**src/rtl/joy_serializer.sv**
```systemverilog
// joy_serializer: board-side transmitter for the joydecoder serial link.
// It presents two active-low 6-button joysticks as a 16-bit frame and
// shifts the frame out on joy_data. joy_clk and joy_load come from the host
// and are oversampled on clk_sys. The link behaves like a 74HC165 chain
// with serial-in tied high.
// Optional feature: define JOYSER_DEBOUNCE_EN to add a per-button stability
// filter of DEB_CYCLES cycles. By default each button passes through one
// register stage.
module joy_serializer #(
  parameter int unsigned WIDTH       = 16,
  parameter logic [23:0] IDLE_CYCLES = 24'd4_800_000,
  parameter logic [15:0] DEB_CYCLES  = 16'd48_000
) (
  input  logic       clk_sys,
  input  logic       reset_n,
  input  logic       joy_clk,
  input  logic       joy_load,
  input  logic [5:0] joy1_n,
  input  logic [5:0] joy2_n,
  output logic       joy_data,
  output logic [7:0] frame_cnt,
  output logic       overrun,
  output logic       link_idle
);

  localparam int unsigned CNT_W = $clog2(WIDTH + 1);
  localparam logic [CNT_W-1:0] CNT_FULL = CNT_W'(WIDTH);

  // The frame is built from 16 button/pad bits. A zero stability time would
  // make the filter meaningless.
  if (WIDTH < 16 || DEB_CYCLES == 16'd0) begin : g_bad_cfg
    $error("joy_serializer: WIDTH must be >= 16 and DEB_CYCLES nonzero");
  end

  // Bits [1:0] are the two synchroniser stages and bit [2] is the edge-detect delay.
  logic [2:0] clk_sync;
  logic [2:0] load_sync;
  logic       clk_s;
  logic       load_s;
  logic       clk_rise;
  logic       load_rise;

  // Filtered button state, {joy1, joy2}, active low.
  logic [11:0] btn_f;

  logic [15:0]       frame_word;
  logic [WIDTH-1:0]  load_word;
  logic [WIDTH-1:0]  shift_reg;
  logic [CNT_W-1:0]  shift_cnt;
  logic [23:0]       idle_cnt;

  // Double-flop synchronise host link signals and keep one delay stage for edges.
  always_ff @(posedge clk_sys or negedge reset_n) begin
    if (!reset_n) begin
      clk_sync  <= '1;
      load_sync <= '1;
    end else begin
      clk_sync  <= {clk_sync[1:0], joy_clk};
      load_sync <= {load_sync[1:0], joy_load};
    end
  end

  assign clk_s     = clk_sync[1];
  assign load_s    = load_sync[1];
  assign clk_rise  = clk_sync[1] & ~clk_sync[2];
  assign load_rise = load_sync[1] & ~load_sync[2];

`ifdef JOYSER_DEBOUNCE_EN
  logic [11:0] btn_raw;

  // Register the raw buttons once before the filter counters see them.
  always_ff @(posedge clk_sys or negedge reset_n) begin
    if (!reset_n) begin
      btn_raw <= '1;
    end else begin
      btn_raw <= {joy1_n, joy2_n};
    end
  end

  for (genvar g = 0; g < 12; g++) begin : g_deb
    logic [15:0] deb_cnt;

    // Accept a new button level only after it has differed from the filtered
    // level for DEB_CYCLES consecutive cycles. Any return resets the run.
    always_ff @(posedge clk_sys or negedge reset_n) begin
      if (!reset_n) begin
        deb_cnt  <= '0;
        btn_f[g] <= 1'b1;
      end else if (btn_raw[g] == btn_f[g]) begin
        deb_cnt <= '0;
      end else if (deb_cnt >= DEB_CYCLES - 16'd1) begin
        deb_cnt  <= '0;
        btn_f[g] <= btn_raw[g];
      end else begin
        deb_cnt <= deb_cnt + 16'd1;
      end
    end
  end
`else
  // Single register stage on the buttons, reset to released.
  always_ff @(posedge clk_sys or negedge reset_n) begin
    if (!reset_n) begin
      btn_f <= '1;
    end else begin
      btn_f <= {joy1_n, joy2_n};
    end
  end
`endif

  assign frame_word = {btn_f[11:6], 2'b11, btn_f[5:0], 2'b11};

  // The frame occupies the top of the register. Any extra length reads as released.
  always_comb begin
    load_word = '1;
    load_word[WIDTH-1 -: 16] = frame_word;
  end

  // Shift register and shift count. While load is low the register reloads,
  // so a joy_clk edge in that cycle is ignored.
  always_ff @(posedge clk_sys or negedge reset_n) begin
    if (!reset_n) begin
      shift_reg <= '1;
      shift_cnt <= '0;
      overrun   <= 1'b0;
    end else if (!load_s) begin
      shift_reg <= load_word;
      shift_cnt <= '0;
    end else if (clk_rise) begin
      shift_reg <= {shift_reg[WIDTH-2:0], 1'b1};
      if (shift_cnt == CNT_FULL) begin
        overrun <= 1'b1;
      end else begin
        shift_cnt <= shift_cnt + CNT_W'(1);
      end
    end
  end

  // Register the serial output bit.
  always_ff @(posedge clk_sys or negedge reset_n) begin
    if (!reset_n) begin
      joy_data <= 1'b1;
    end else begin
      joy_data <= shift_reg[WIDTH-1];
    end
  end

  // Count frames and re-arm the idle timer on each load release.
  always_ff @(posedge clk_sys or negedge reset_n) begin
    if (!reset_n) begin
      frame_cnt <= '0;
      idle_cnt  <= '0;
    end else if (load_rise) begin
      frame_cnt <= frame_cnt + 8'd1;
      idle_cnt  <= IDLE_CYCLES;
    end else if (idle_cnt != '0) begin
      idle_cnt <= idle_cnt - 24'd1;
    end
  end

  assign link_idle = (idle_cnt == '0);

  // The synchronised shift-clock level itself drives nothing beyond edge detection.
  logic unused_clk_level;
  assign unused_clk_level = clk_s;

endmodule

```
**config.mk**
```make
export PLATFORM = sky130hd
export DESIGN_NAME = joy_serializer
export DESIGN_NICKNAME = d
export VERILOG_FILES = /design/src/rtl/joy_serializer.sv
export SDC_FILE = /design/constraint.sdc
export NUM_CORES = 1
export LEC_CHECK = 0
export ABC_AREA = 1
export CAP_MARGIN = 0
export CELL_PAD_IN_SITES_DETAIL_PLACEMENT = 1
export CELL_PAD_IN_SITES_GLOBAL_PLACEMENT = 1
export CORE_UTILIZATION = 40
export DETAILED_ROUTE_END_ITERATION = 10
export PLACE_DENSITY_LB_ADDON = 0.1
export SLEW_MARGIN = 5
export SYNTH_ARGS = -nofsm -noshare
export SYNTH_HDL_FRONTEND = slang
export SYNTH_SLANG_ARGS = --single-unit
```
**constraint.sdc**
```tcl
create_clock -name clk_sys -period 1.5 [get_ports clk_sys]
set_clock_uncertainty 0.1 [all_clocks]
set_input_delay 0.375 -clock clk_sys [delete_from_list [all_inputs] [get_ports clk_sys]]
set_output_delay 0.375 -clock clk_sys [all_outputs]
set_load 0.03 [all_outputs]
```
Yosys cells after proc, flatten, opt, wreduce, memory -nomap -nowiden
Index checks and enable logic that the tools add are counted.
Word-level totals
  register bits after elaboration: 73
  word-level logic and storage cells: 31
  output and inout port bits: 11
Cells by class
  eq/ne operators: 3
  add/subtract/negate cells: 3
  bitwise operators: 4
  reduce and logical (&&, ||, !) cells: 5
  multiplexer cells: 7
Operator list (number)
  $mux 24: 2
  $mux 16: 2
  $logic_not 24->1: 1
  $reduce_bool 24->1: 1
  $sub 24x1->24 const B: 1
  $mux 5: 3
  $add 8x1->8 const B: 1
  $add 5x1->5 const B: 1
  $eq 5x5->1 const B: 1
  $reduce_and 3->1: 1
  $and 1x1->1: 2
  $ne 2x1->1 const B: 1
  $ne 2x2->1 const B: 1
  $not 1->1: 2
  $reduce_and 2->1: 1
  $reduce_bool 2->1: 1

Logic depth before layout (Yosys ltp)
Gate-level depths: netlist (run 1).
  word-level depth: 4
  gate-level depth with buffers: 9
  gate-level depth less buffers: 8

Worst setup path after synthesis (run 1)
No wires, ideal clock.
  path kind: reg2out
  start point: register idle_cnt[0]
  end point: output port link_idle
  arrival time: 1.545 ns
  cell stages (with the launch flop): 7
  path buffers: 0
  setup slack: -0.520 ns
  data required time: 1.025 ns
  cells stage by stage: dfrtp_1 > inv_2 > ha_1 > nand3_1 > nor2_1 > nand2_1 > nor3_1
On the way
  word-level cells in the longest chain between the ends: 1
Ends and longest elaborated chain
  start, declared: line 50  | logic [23:0] idle_cnt;
  start signal, assigned: line 156  | idle_cnt <= idle_cnt - 24'd1;
  $logic_not 24->1: line 160  | assign link_idle = (idle_cnt == '0);
  end, declared: line 23  | output logic link_idle
No other way between the ends.

Final worst setup path (run 1)
Ends and elaborated chain as after synthesis.

==> results of run 1 <==
==> metal layers <==
layer	global-route usage, %	part of all wire [%]
met1	29.3	40
met2	45.0	53
met3	4.94	3.7
met4	6.92	3.6
met5	0	0
==> final cells by class <==
type                       instances  area, sq um  share of cell area [%]
multi-input combinational        261         1790                    35.3
tap                              105          131                    2.59
clock buffer                      10          149                    2.94
sequential                        71         1820                    36.0
timing repair inverter             1         8.76                   0.173
inverter                          42          173                    3.41
timing repair buffer             109          927                    18.3
clock inverter                     6         66.3                    1.31
==> power groups by stage <==
stage	logic, mW	clock network (mW)	registers (mW)
floorplan	0.865	0	2.57
global placement	1.83	0	2.44
detailed placement	1.91	0	2.45
CTS	2.38	1.69	2.42
global route	2.92	1.78	2.46
finish	2.74	1.65	2.44
==> layout by cell type, fill, tap and decap left out, types with 4 or more instances in the layout <==
cell              n
o221ai_1          4
nor2_1           25
buf_6            17
clkdlybuf4s50_1  14
nand3_4           4
a21oi_1           8
nand2_2          16
nand3_1          27
dfstp_2          33
nand4_1          10
xor2_1            7
nand3b_1          4
clkbuf_8          9
dfrtp_2           4
nor2_4           25
o21ai_1          10
dfrtp_1          34
nor2_2           14
nand2_1          57
nand2_4           6
clkinv_4          4
o211ai_1          6
inv_2             7
inv_1            31
buf_4            74
nand3_2          12
==> critical path, delay by kind of cell (launching register included) <==
family / cells / cell delay, ns
buffers and inverters: 2 / 0.26
flip-flops: 1 / 0.40
adder cells (fa/ha/maj): 1 / 0.14
AND/OR/NAND/NOR: 4 / 0.44
==> repair_timing <==
item,CTS,global route
resized for setup,68,76
endpoints found under the hold margin,9,0
pin swaps,21,31
setup buffers,12,13
hold buffers,1,0
cloned,1,0
endpoints found under the setup margin,31,45
==> kinds of logic (layout without fill, tap and decap cells) <==
group,after synthesis,after routing,synth area share [%]
xor gates and xnor gates,9,9,2.32
DFF,71,71,53.6
and+or+nand+nor,210,210,29.7
AOI/OAI and AO/OA,37,37,6.75
buffers and inverters,47,168,5.79
adders and majority gates,5,5,1.84
==> how the worst max path moves through the flow <==
stage | to | slack, ns
global placement | idle_cnt[22] | -0.23
detailed placement | idle_cnt[22] | -0.23
floorplan | link_idle | -0.18
finish | link_idle | -0.58
CTS | link_idle | -0.56
global route | link_idle | -0.66
==> through the flow <==
step / hold slack (ns) / instance area (sq um) / worst slack, ns
floorplan: -0.0206 / 3400 / -0.175
global placement: 0.176 / 4210 / -0.230
detailed placement: 0.188 / 4210 / -0.225
CTS: 0.263 / 4710 / -0.557
global route: 0.274 / 5070 / -0.661
finish: 0.262 / 5070 / -0.576
==> qor.txt, run 1 <==
arrival time worst endpoint -> 1.60 ns
Reg clk slew, reported paths -> 0.08 ns
final cell count without fillers -> 605
Tmin final -> 2.08 ns
Worst path slowest cell -> dfrtp_1
Clk pwr share -> 24.2%
maxcap violations -> 0
GRT Util Overall -> 24.7%
Via Count -> 3199
slowest stage delay, CP -> 0.40 ns
P&R area growth vs syn -> 49.4%
fillers -> 935
Sw Ratio -> 37.3%
Final TNS setup -> -4.51 ns
Synth Flop Type -> dfrtp_1
global placement routability congestion -> 0.842
Reg2Reg Launch Point -> idle_cnt[0]
P_leak -> 2.28 nW
Post-synth EDFFs -> 0
Root Buffer -> clkbuf_8
CP max FO -> 2
Chip Height -> 94.1 um
worst hold endpoint -> load_sync[1]
Final ANT Viol Nets -> 0
layout cell share with drive strength beyond 1 -> 50.0%
number of flip-flops in the largest register -> 24
Hold Violations, Final -> 0
register bit total from synthesis -> 71
FF-to-FF path depth -> 10
Cell Rows -> 33
FF-to-FF setup slack -> -0.28 ns
CTS Sinks -> 71
Final nets -> 516
RSZ-0062 raised after global routing -> true
Combinational Power Share -> 40.1%
Final setup viols -> 27
first-pass GRT wire length -> 16100 um
Max Fclk -> 482 MHz
Max Slew Vio Count -> 0
fin util -> 61.7%
syn nets -> 400
vias per inst -> 5.29
Post-synth top cells -> nand2_1, nor2_1, nand3_1
period utilization -> 138%
Crit path required time -> 1.02 ns
synth top area cells -> dfrtp_1, dfstp_2, nand2_1
Yosys top cell by area -> dfrtp_1
width of the die -> 94.1 um
Post-Syn Area -> 3390 sq um
Mapped Cells -> 379
# DRC -> 0
Post-DP HPWL -> 7090 um
top-count cell post-synth -> nand2_1
DRT Pass-1 Iters -> 4
CTS tree -> yes
Die Area -> 8850 sq um
DRT iter0 DRCs -> 86
Clk Latency, worst-skew pair -> 0.36 ns
H-tree depth -> 3
HP Class -> reg2reg
Total Routed Length -> 11700 um
pin count of the biggest net entering global routing -> 51
top-area cell type share of the netlist area -> 28.0%
synth unique cells -> 35
R2R Path End -> idle_cnt[11]
Worst Slack Setup Final -> -0.576 ns
Inserted Clock Buffers -> 9
Core ar. -> 8220 sq um
Max clock buf depth -> 2
failing checks -> setup timing
IO Port Bufs -> 26
status -> finished with violations
Avg WL per Cell -> 19.3 um
grt total ovfl -> 0
overall power -> 6.83 mW
CP Cell Sequence -> inv_2, ha_4, nand3_1, nor2_1, nand2_1, nor3_4, buf_6
CP Launch Type -> register
Yosys warning count -> 0
worst hold path depth -> 0
initial core utilization -> 41.3%
slew margin rel. -> 79.6%
CP Class -> reg2out
CP startpoint -> idle_cnt[0]
PwrDens -> 1350 nW/um^2
crit end category -> output pin
Cells after DPL -> 566
syn_area_per_cell -> 8.95 sq um
vias in the first global route -> 3281
async set-reset flop share out of synthesis -> 100%
internal power -> 4.28 mW
Seq pwr share -> 35.7%
ANT cells -> 0
sequential area share after synthesis -> 53.6%
hold wc startpoint -> load_sync[0]
initial antenna violation count -> 0
peak supply drop -> 1.08 mV
slew at the pin with the worst max-slew slack -> 0.306 ns
Ports -> 27
Net Sw Power -> 2.55 mW
(Power assumes the default switching activity.)
==> inputs of run 2 (changes only) <==
--- a/config.mk
+++ b/config.mk
@@ -9,8 +9,10 @@
 export CAP_MARGIN = 0
 export CELL_PAD_IN_SITES_DETAIL_PLACEMENT = 1
 export CELL_PAD_IN_SITES_GLOBAL_PLACEMENT = 1
-export CORE_UTILIZATION = 40
+export CORE_UTILIZATION = 44
+export CTS_CLUSTER_DIAMETER = 30
 export DETAILED_ROUTE_END_ITERATION = 10
+export DONT_BUFFER_PORTS = 1
 export PLACE_DENSITY_LB_ADDON = 0.1
 export SLEW_MARGIN = 5
 export SYNTH_ARGS = -nofsm -noshare
==> qor.txt, run 2 (same netlist as run 1, synthesis figures left out) <==
status -> finished with violations
failing checks -> hold timing, setup timing
Sw Ratio -> 40.0%
P_leak -> 2.17 nW
peak supply drop -> 0.983 mV
Worst Slack Setup Final -> -0.654 ns
worst path buffer plus inverter count -> 1
internal power -> 4.00 mW
Net Sw Power -> 2.66 mW
Tmin final -> 2.15 ns
Clk Latency, worst-skew pair -> 0.36 ns
Die Area -> 8060 sq um
Ports -> 27
Core ar. -> 7370 sq um
slew at the pin with the worst max-slew slack -> 0.433 ns
width of the die -> 89.8 um
CP Class -> reg2out
fin util -> 65.8%
RSZ-0062 raised after global routing -> true
Crit path required time -> 1.02 ns
Inserted Clock Buffers -> 9
crit end category -> output pin
H-tree depth -> 3
CP max FO -> 2
initial core utilization -> 46.0%
layout cell share with drive strength beyond 1 -> 47.3%
number of flip-flops in the largest register -> 24
Combinational Power Share -> 37.7%
Seq pwr share -> 37.9%
DRT iter0 DRCs -> 188
grt total ovfl -> 0
Worst path slowest cell -> dfrtp_1
Total Routed Length -> 13100 um
slowest stage delay, CP -> 0.41 ns
most frequent cells in the layout -> buf_4, nand2_1, dfrtp_1, dfstp_2, inv_1
Clk pwr share -> 24.4%
DRT Pass-1 Iters -> 5
PwrDens -> 1370 nW/um^2
Final nets -> 496
Root Buffer -> clkbuf_8
maxcap violations -> 0
global placement routability congestion -> 0.844
Post-DP HPWL -> 6620 um
Max Slew Vio Count -> 0
IO Port Bufs -> 0
Chip Height -> 89.8 um
initial antenna violation count -> 1
# DRC -> 0
CTS Sinks -> 71
first-pass GRT wire length -> 17300 um
Hold Violations, Final -> 71
Avg WL per Cell -> 22.5 um
Max clock buf depth -> 2
Crit path max-delay family -> simple AND/OR/NAND/NOR gates
Final ANT Viol Nets -> 0
CTS tree -> yes
HP Class -> in2async
period utilization -> 144%
fillers -> 816
arrival time worst endpoint -> 1.68 ns
Cell Rows -> 31
Fin Hold WS -> -0.406 ns
Max Fclk -> 464 MHz
Reg clk slew, reported paths -> 0.09 ns
slew margin rel. -> 71.1%
vias in the first global route -> 3476
GRT Util Overall -> 28.1%
Final TNS setup -> -7.18 ns
P&R area growth vs syn -> 43.0%
CP Cell Sequence -> nor2_2, nand2_1, nor2_2, nand2_1, nor3_4, buf_12
Post-CTS Hold Buffers -> 14
vias per inst -> 5.78
commonest non-fill, non-tap cell in the layout -> buf_4
Final setup viols -> 29
Via Count -> 3353
pin count of the biggest net entering global routing -> 72
CP Launch Type -> register
run 2: cell count changes in the layout (fill, tap and decap cells not counted), sizes merged:
cell | previous run | this run
buf | 94 | 75
clkdlybuf4s50 | 14 | 0
clkinv | 6 | 2
diode | 0 | 1
dlygate4sd3 | 1 | 14
inv | 42 | 46
run 2: final cells by class:
type / instances / area (sq um) / share of cell area (%)
Antenna cell: 1 / 2.50 / 0.0516
Clock buffer: 10 / 128 / 2.63
Clock inverter: 6 / 66.3 / 1.37
Inverter: 42 / 173 / 3.56
Multi-Input combinational cell: 261 / 1790 / 36.8
Sequential cell: 71 / 1820 / 37.5
Tap cell: 99 / 124 / 2.55
Timing Repair Buffer: 89 / 746 / 15.4
Timing Repair inverter: 1 / 8.76 / 0.181
run 2: repair_timing:
action | 4_1_cts | 5_1_grt
gates resized for setup | 45 | 78
hold endpoints to repair | 85 | 71
gates cloned | 1 | 0
buffers inserted | 8 | 10
setup endpoints to repair | 28 | 41
pin swaps | 11 | 30
run 2: power groups by stage:
stage	sequential (mW)	combinational (mW)	clock (mW)
after CTS	2.47	2.03	1.59
final	2.53	2.51	1.62
after detailed placement	2.51	1.66	0
after floorplan	2.57	0.865	0
after global placement	2.49	1.59	0
after global routing	2.55	2.64	1.71
run 2: metal layers:
layer / part of all wire (%) / up-vias / GRT usage, %
met2: 50 / 179 / 48.2
li1: - / 1428 / -
met1: 39 / 1688 / 33.9
met3: 5.8 / 58 / 5.84
met5: 0 / - / 0
met4: 5.9 / 0 / 12.6
run 2: stage by stage:
step / setup WS, ns / hold WS (ns) / cell area (sq um) / power, mW / instances
3_5_place_dp: -0.263 / -0.0189 / 3950 / 4.17 / 532
2_1_floorplan: -0.175 / -0.0206 / 3400 / 3.44 / 379
6_report: -0.654 / -0.406 / 4850 / 6.66 / 580
3_3_place_gp: -0.202 / -0.0190 / 3950 / 4.08 / 532
5_1_grt: -0.734 / -0.419 / 4850 / 6.89 / 580
4_1_cts: -0.567 / -0.405 / 4520 / 6.09 / 571
run 2: worst paths after layout:
check	start	to	slack (ns)	cells past startpoint
max	idle_cnt[4]	link_idle	-0.65	6
min	reset_n	idle_cnt[19]	-0.41	0
max reg2reg	idle_cnt[11]	idle_cnt[15]	-0.34	7
min reg2reg	load_sync[0]	load_sync[1]	0.26	0
max in group asynchronous	reset_n	btn_f[2]	1.47	0
min in group clk_sys	load_sync[0]	load_sync[1]	0.26	0
run 2: worst register-to-register path, stage by stage (launching register included):
cell,delay (ns)
dfrtp_1,0.44
nor2_2,0.18
nand2_2,0.12
buf_6,0.15
nor2_4,0.19
nand4_4,0.29
inv_8,0.21
nor2_2,0.05
==> inputs of run 3 (changes only) <==
--- a/config.mk
+++ b/config.mk
@@ -9,7 +9,7 @@
 export CAP_MARGIN = 0
 export CELL_PAD_IN_SITES_DETAIL_PLACEMENT = 1
 export CELL_PAD_IN_SITES_GLOBAL_PLACEMENT = 1
-export CORE_UTILIZATION = 44
+export CORE_UTILIZATION = 38
 export CTS_CLUSTER_DIAMETER = 30
 export DETAILED_ROUTE_END_ITERATION = 10
 export DONT_BUFFER_PORTS = 1
@@ -18,3 +18,4 @@
 export SYNTH_ARGS = -nofsm -noshare
 export SYNTH_HDL_FRONTEND = slang
 export SYNTH_SLANG_ARGS = --single-unit
+export TNS_END_PERCENT = 50
==> constraint.sdc (replaced) <==
create_clock -name clk_sys -period 2.5 [get_ports clk_sys]
set_clock_uncertainty 0.1 [all_clocks]
set_input_delay 0.625 -clock clk_sys [delete_from_list [all_inputs] [get_ports clk_sys]]
set_output_delay 0.625 -clock clk_sys [all_outputs]
set_load 0.03 [all_outputs]
==> qor.txt, run 3 (same netlist as run 1, synthesis figures left out) <==
period utilization -> 95.8%
DRT iter0 DRCs -> 78
Ports -> 27
global placement routability congestion -> 0.821
Final ANT Viol Nets -> 0
Root Buffer -> clkbuf_8
CP Cell Sequence -> inv_2, ha_2, nand3_1, nor2_1, nand2_1, nor3_1, buf_4
IO Port Bufs -> 0
Final nets -> 415
internal power -> 2.14 mW
width of the die -> 96.5 um
CP Class -> reg2out
Clk Latency, worst-skew pair -> 0.35 ns
PwrDens -> 864 nW/um^2
Max clock buf depth -> 2
Final setup viols -> 0
Worst path slowest cell -> dfrtp_1
DRT Pass-1 Iters -> 4
vias in the first global route -> 2700
CTS tree -> yes
Via Count -> 2600
Combinational Power Share -> 21.5%
number of flip-flops in the largest register -> 24
slowest stage delay, CP -> 0.40 ns
Clk pwr share -> 31.4%
Total Routed Length -> 8220 um
layout cell share with drive strength beyond 1 -> 22.1%
Worst Slack Setup Final -> 0.106 ns
Post-DP HPWL -> 5840 um
CTS Sinks -> 71
Sw Ratio -> 35.3%
Net Sw Power -> 1.17 mW
pre-CTS setup slack -> 0.452 ns
Seq pwr share -> 47.1%
GRT Util Overall -> 19.9%
ANT cells -> 0
first-pass GRT wire length -> 13500 um
most frequent cells in the layout -> nand2_1, nor2_1, nand3_1, dfrtp_1, inv_1
fillers -> 1027
Reg clk slew, reported paths -> 0.09 ns
overall power -> 3.30 mW
worst path buffer plus inverter count -> 2
Cell Rows -> 34
Max Fclk -> 418 MHz
Chip Height -> 96.5 um
Hold Violations, Final -> 0
Crit path max-delay family -> flip-flops
Avg WL per Cell -> 16.2 um
pin count of the biggest net entering global routing -> 39
# DRC -> 0
Crit path required time -> 1.77 ns
status -> completed
Core ar. -> 8680 sq um
slew at the pin with the worst max-slew slack -> 0.445 ns
peak supply drop -> 0.524 mV
HP Class -> in2async
CP max FO -> 7
Tmin final -> 2.39 ns
Max Slew Vio Count -> 0
P&R area growth vs syn -> 12.7%
Die Area -> 9310 sq um
arrival time worst endpoint -> 1.67 ns
slew margin rel. -> 70.3%
crit end category -> output pin
CP Launch Type -> register
grt total ovfl -> 0
H-tree depth -> 3
vias per inst -> 5.13
initial antenna violation count -> 0
commonest non-fill, non-tap cell in the layout -> nand2_1
P_leak -> 1.71 nW
Inserted Clock Buffers -> 9
maxcap violations -> 0
initial core utilization -> 39.1%
## run 3: changes by cell type in the layout (fill, tap and decap cells not counted), moves of 6 or more
cell / delta
nand3_2: -9
nor2_1: +31
buf_4: -60
nand2_1: +14
nor2_4: -22
inv_2: -6
nand3_1: +12
nand2_2: -9
inv_1: +6
buf_6: -8
nor2_2: -9
dlygate4sd3_1: -13
## run 3: cell type report
cell class | count | area (sq um) | share of cell area [%]
sequential | 71 | 1820 | 47.6
multi-input combinational | 261 | 1380 | 36.1
inverter | 42 | 168 | 4.39
tap | 108 | 135 | 3.54
clock buffer | 9 | 124 | 3.24
clock inverter | 7 | 103 | 2.68
timing repair buffer | 9 | 95.1 | 2.49
## run 3: per-stage QoR
| stage | cells | cell area [sq um] | hold slack, ns | TNS (ns) | utilization [%] |
|---|---|---|---|---|---|
| after global placement | 485 | 3520 | 0.233 | 0 | 40.6 |
| after CTS | 502 | 3770 | 0.0000913 | 0 | 43.4 |
| after floorplan | 379 | 3390 | 0.229 | 0 | - |
| after global routing | 507 | 3820 | 0.00663 | -0.0174 | 44.0 |
| final | 507 | 3820 | 0.0171 | 0 | 44.0 |
| after detailed placement | 485 | 3520 | 0.232 | 0 | 40.6 |
## run 3: layer usage
metal  routed length [um]  vias to the layer above  part of all wire, %  track usage [%]
met3                  274                       12                  3.3             4.69
li1                     -                     1263                    -                -
met1                 3870                     1298                   47             26.3
met2                 3980                       27                   48             32.5
met4                   99                        0                  1.2             5.51
met5                    0                        -                    0                0
## run 3: worst register-to-register path, cell delays in order (launching register included)
cell	delay [ns]
dfrtp_1	0.40
inv_2	0.12
buf_4	0.13
ha_1	0.28
nand2_1	0.25
nor2_4	0.24
nand2_1	0.07
a21oi_1	0.11
o21ai_0	0.10
## run 3: worst paths after layout
check,slack [ns],depth (start not counted),from,end
hold reg to reg,0.26,0,load_sync[0],load_sync[1]
setup reg to reg,0.56,8,idle_cnt[0],idle_cnt[16]
min in group clk_sys,0.17,0,joy1_n[2],btn_f[8]
setup / recovery,0.11,7,idle_cnt[0],link_idle
hold / removal,0.02,1,reset_n,idle_cnt[18]
max in group asynchronous,1.47,1,reset_n,load_sync[2]
## run 3: repair_timing
action / 4_1_cts / 5_1_grt
gates resized for setup: 0 / 1
hold endpoints to repair: 38 / 27
setup endpoints to repair: 0 / 1
setup buffers: 0 / 3
hold buffers: 1 / 2
## run 3: power by group through the flow
stage | combinational [mW] | sequential [mW] | clock [mW]
finish | 0.710 | 1.56 | 1.04
floorplan | 0.519 | 1.54 | 0
global placement | 0.646 | 1.57 | 0
detailed placement | 0.670 | 1.58 | 0
CTS | 0.692 | 1.56 | 1.07
global route | 0.812 | 1.58 | 1.12
